File: src/rtl/fetch_stage.sv
`default_nettype none
// +--------------------------------------------------------------------------+
// | fetch_stage : instruction fetch with redirect, freeze, stall and i-miss  |
// | Revision    : 1.0                                                        |
// +--------------------------------------------------------------------------+
module fetch_stage #(
    parameter logic [31:0] RESET_PC   = 32'h0000_0000,
    parameter int          MISS_CNT_W = 32
) (
    input  logic                  CLK,
    input  logic                  RESET,
    input  logic [31:0]           Alt_PC_IN,
    input  logic                  Request_Alt_PC_IN,
    input  logic                  WANT_FREEZE_IN,
    input  logic                  Stall_fmem_IN,
    output logic [31:0]           ICache_Addr_OUT,
    output logic                  ICache_Req_OUT,
    input  logic [31:0]           ICache_Data_IN,
    input  logic                  ICache_Hit_IN,
    input  logic                  ICache_Fill_Done_IN,
    output logic [31:0]           Instr1_OUT,
    output logic [31:0]           Instr_PC_OUT,
    output logic [31:0]           Instr_PC_Plus4_OUT,
    output logic                  ReadyfID_OUT,
    output logic [MISS_CNT_W-1:0] MissCount_OUT
);

    typedef enum logic [0:0] {
        S_FETCH = 1'b0,
        S_MISS  = 1'b1
    } state_t;

    localparam logic [MISS_CNT_W-1:0] c_cnt_one = {{(MISS_CNT_W-1){1'b0}}, 1'b1};

    state_t                r_state, w_state_nxt;
    logic [31:0]           r_pc, w_pc_nxt;
    logic [31:0]           r_instr, w_instr_nxt;
    logic [31:0]           r_instr_pc, w_instr_pc_nxt;
    logic [31:0]           r_instr_pc4, w_instr_pc4_nxt;
    logic                  r_nready, w_nready_nxt;
    logic                  r_redirect_used, w_redirect_used_nxt;
    logic [MISS_CNT_W-1:0] r_miss_cnt, w_miss_cnt_nxt;

    logic                  w_id_adv;
    logic                  w_redir;
    logic                  w_consumed;
    logic [31:0]           w_fetch_addr;

    assign w_id_adv     = !r_nready && !Stall_fmem_IN;
    assign w_redir      = Request_Alt_PC_IN && !r_redirect_used;
    assign w_fetch_addr = w_redir ? (Alt_PC_IN & ~32'h0000_0003) : r_pc;

    assign ICache_Addr_OUT    = (r_state == S_FETCH) ? w_fetch_addr : r_pc;
    assign ICache_Req_OUT     = (r_state == S_MISS);
    assign Instr1_OUT         = r_instr;
    assign Instr_PC_OUT       = r_instr_pc;
    assign Instr_PC_Plus4_OUT = r_instr_pc4;
    assign ReadyfID_OUT       = r_nready;
    assign MissCount_OUT      = r_miss_cnt;

    always_comb begin
        w_state_nxt     = r_state;
        w_pc_nxt        = r_pc;
        w_instr_nxt     = r_instr;
        w_instr_pc_nxt  = r_instr_pc;
        w_instr_pc4_nxt = r_instr_pc4;
        w_nready_nxt    = r_nready;
        w_miss_cnt_nxt  = r_miss_cnt;
        w_consumed      = 1'b0;

        if (Stall_fmem_IN) begin
            // The fill keeps running under a data-cache stall; only its completion is taken.
            if (r_state == S_MISS && ICache_Fill_Done_IN) begin
                w_state_nxt = S_FETCH;
            end
        end else if (r_state == S_FETCH) begin
            if (WANT_FREEZE_IN) begin
                if (w_redir) begin
                    w_pc_nxt   = w_fetch_addr;
                    w_consumed = 1'b1;
                end
            end else if (ICache_Hit_IN) begin
                w_instr_nxt     = ICache_Data_IN;
                w_instr_pc_nxt  = w_fetch_addr;
                w_instr_pc4_nxt = w_fetch_addr + 32'd4;
                w_pc_nxt        = w_fetch_addr + 32'd4;
                w_nready_nxt    = 1'b0;
                w_consumed      = w_redir;
            end else begin
                w_pc_nxt       = w_fetch_addr;
                w_nready_nxt   = 1'b1;
                w_state_nxt    = S_MISS;
                w_miss_cnt_nxt = r_miss_cnt + c_cnt_one;
                w_consumed     = w_redir;
            end
        end else if (ICache_Fill_Done_IN) begin
            w_state_nxt = S_FETCH;
        end

        // Decode may hold its redirect request while waiting; apply it only once.
        if (w_id_adv) begin
            w_redirect_used_nxt = 1'b0;
        end else if (w_consumed) begin
            w_redirect_used_nxt = 1'b1;
        end else begin
            w_redirect_used_nxt = r_redirect_used;
        end
    end

    always_ff @(posedge CLK or negedge RESET) begin
        if (!RESET) begin
            r_state         <= S_FETCH;
            r_pc            <= RESET_PC;
            r_instr         <= 32'h0;
            r_instr_pc      <= 32'h0;
            r_instr_pc4     <= 32'h0;
            r_nready        <= 1'b1;
            r_redirect_used <= 1'b0;
            r_miss_cnt      <= '0;
        end else begin
            r_state         <= w_state_nxt;
            r_pc            <= w_pc_nxt;
            r_instr         <= w_instr_nxt;
            r_instr_pc      <= w_instr_pc_nxt;
            r_instr_pc4     <= w_instr_pc4_nxt;
            r_nready        <= w_nready_nxt;
            r_redirect_used <= w_redirect_used_nxt;
            r_miss_cnt      <= w_miss_cnt_nxt;
        end
    end

endmodule
`default_nettype wire

File: config.mk
export PLATFORM = sky130hd
export DESIGN_NAME = fetch_stage
export DESIGN_NICKNAME = d
export VERILOG_FILES = /design/src/rtl/fetch_stage.sv
export SDC_FILE = /design/constraint.sdc
export NUM_CORES = 1
export LEC_CHECK = 0
export CORE_MARGIN = 2
export CORE_UTILIZATION = 50
export DETAILED_ROUTE_END_ITERATION = 10
export PLACE_DENSITY = 0.83
export SYNTH_ARGS = -nofsm -noshare
export SYNTH_HDL_FRONTEND = slang
export SYNTH_SLANG_ARGS = --single-unit
File: constraint.sdc
create_clock -name CLK -period 10.3 [get_ports CLK]
set_clock_uncertainty 0.05 [all_clocks]
set_input_delay 2.06 -clock CLK [delete_from_list [all_inputs] [get_ports CLK]]
set_output_delay 2.06 -clock CLK [all_outputs]
set_load 0.005 [all_outputs]
==> run metrics <==
area delta synth->final 34.61%; Post-synth top cells 247 x nand2_1, 160 x dfrtp_1, 57 x o21ai_0; worst min path class flop to flop; crit end category primary output; drt wl/cell 17.56 um; Residual DRC 0; full die area 18130 sq um; die height 134.7 um; setup bufs post-CTS 0; Reg-to-Reg End r_pc[22]; synth top area cells dfrtp_1 47%, nand2_1 11%, mux2_2 4.6%; Max Fclk 144.1 MHz; initial antenna violation count 0; Core Footprint 16640 sq um; Clk Latency, worst-skew pair 0.43 ns; WL final 23780 um; Post-synth top flop dfrtp_1; syn nets 989; crit path launch type input port; global-route wire length before repair 38640 um; H-tree levels 4; Synth Instances 916; # IOs 233; Reg-to-Reg Start r_redirect_used; initial core utilization 51.29%; largest net degree at the start of global routing 109; worst slew pin tran 1.033 ns; Worst VDD drop 0.1423 mV; CTS Hold Buffers Added 0; count leader, synth nand2_1; RSZ-0062 raised after global routing false; CTS clk-pin slew, worst paths 0.06 ns; Overall Global Routing Usage 26.90%; Net count, final 1194; TritonCTS clock tree done; number of synthesis warnings 0; Hold Path End Instr1_OUT[5]; DP HPWL 16650 um; Inserted Clock Buffers 17; total grt overflow 0; Critical Path RT 8.19 ns; endpoints failing setup 0; Cell Pwr Density 197.2 nW/um^2; WS Path Type input port to primary output; Synth area leader dfrtp_1; R2R Setup Slk 6.70 ns; final period utilization 67.39%; Root Buffer clkbuf_16; Avg Inst Size Synth 9.318 sq um; Post-synth EDFFs 0; Max Slew Vio Count 0; DRT iter0 DRCs 564; IO buf count 230; outcome finished, final reports clean; Slew HR 30.53%; DR pass1 iterations 5; share of synthesized flip-flops with an asynchronous set or reset 100.0%; Vias/cell 5.566; arrival time worst endpoint 4.83 ns; setup_tns 0 ns; worst-path maximum fanout 50; Netlist cell types 65; Rows 47; register area share after synthesis 47.21%; synthesis-stage register bit count 161; Static Leakage 5.069 nW; mapped cell area 8536 sq um; area share of the largest cell type after synthesis 46.91%; layout cell share with drive strength beyond 1 9.347%; GP Congestion 0.8778; Die X 134.7 um; vias in the first global route 7381; number of diodes 0; final hold violation count 0; Pwr Total 2.266 mW; maxcap violations 0; clk buf depth 2; r2r worst-path depth 10; antenna viol nets, final 0; HP Start Instr1_OUT[5]; via count 7537; PostCTS Resize Cnt 0; clock sinks 161; WHS Path Cells 2; min Tclk post-route 6.941 ns
## metrics by stage
step / hold slack (ns) / worst slack (ns) / util (%) / cells / area [sq um]
after global placement: 0.4067 / 3.378 / 65.81 / 1322 / 10950
after CTS: 0.4273 / 3.332 / 69.04 / 1354 / 11490
after floorplan: 0.4168 / 4.566 / - / 916 / 8536
final: 0.4221 / 3.359 / 69.04 / 1354 / 11490
after global routing: 0.4438 / 3.221 / 69.04 / 1354 / 11490
after detailed placement: 0.4114 / 3.338 / 65.81 / 1322 / 10950
## cell type report
cell class              instances  area, sq um
flip-flops and latches        161         4030
clock inverters                15        111.4
clock buffers                  17        425.4
repair buffers                237         2356
fillers                      1302         5152
well taps                     220        275.3
inverters                       8        30.03
multi-input cells             696         4262
## registers in the layout, indices dropped and copies added, names as in the netlist
signal and cells:
ReadyfID_OUT 1, ICache_Req_OUT 1, r_pc 32, Instr_PC_Plus4_OUT 30
Instr1_OUT 32, Instr_PC_OUT 32, r_redirect_used 1, MissCount_OUT 32
## kinds of logic after synthesis
| family | share of synthesized area, % |
|---|---|
| AOI/OAI and AO/OA | 9.807 |
| xor gates and xnor gates | 6.464 |
| adders and majority gates | 0.2931 |
| buffers and inverters | 3.254 |
| DFF | 47.21 |
| muxes | 10.03 |
| and+or+nand+nor | 22.94 |
## critical path: stages
cell and delay (ns):
clkdlybuf4s50_1 0.59, nand2b_2 0.07, buf_4 0.32, nor2_4 0.86, mux2_2 0.45, clkdlybuf4s50_1 0.45
## worst max path at each step
stage,start,end,slack [ns],cells past startpoint
6_report,Request_Alt_PC_IN,ICache_Addr_OUT[14],3.36,6
5_1_grt,Request_Alt_PC_IN,ICache_Addr_OUT[13],3.22,7
4_1_cts,Request_Alt_PC_IN,ICache_Addr_OUT[14],3.33,6
3_5_place_dp,Request_Alt_PC_IN,ICache_Addr_OUT[14],3.34,6
3_3_place_gp,Request_Alt_PC_IN,ICache_Addr_OUT[14],3.38,6
2_1_floorplan,Request_Alt_PC_IN,ICache_Addr_OUT[26],4.57,7
## per-layer routing
layer  track usage (%)  wire length (um)  up-vias
met5                 0                 0        -
met4             9.123               452        0
met3             6.156              1707       42
met2             44.25             11660      289
met1             35.20              9961     3651
li1                  -                 -     3555
## cells in the final DEF, fill, tap and decap left out, types with 17 or more instances in the layout
| cell type | n |
|---|---|
| a21oi_1 | 21 |
| xor2_1 | 27 |
| clkbuf_16 | 17 |
| nor2_1 | 51 |
| mux2i_1 | 36 |
| xnor2_1 | 36 |
| mux2_2 | 35 |
| and3_1 | 17 |
| nand2_1 | 246 |
| o21ai_0 | 56 |
| nand3_1 | 24 |
| clkdlybuf4s50_1 | 229 |
| dfrtp_1 | 160 |
## power breakdown
part / leakage, nW / total [mW] / internal (mW) / switching, mW
combinational: 2.75 / 0.774 / 0.434 / 0.340
sequential: 2.05 / 0.906 / 0.779 / 0.127
clock: 0.261 / 0.585 / 0.310 / 0.275
Note: power is estimated with default switching activity, not from simulation.
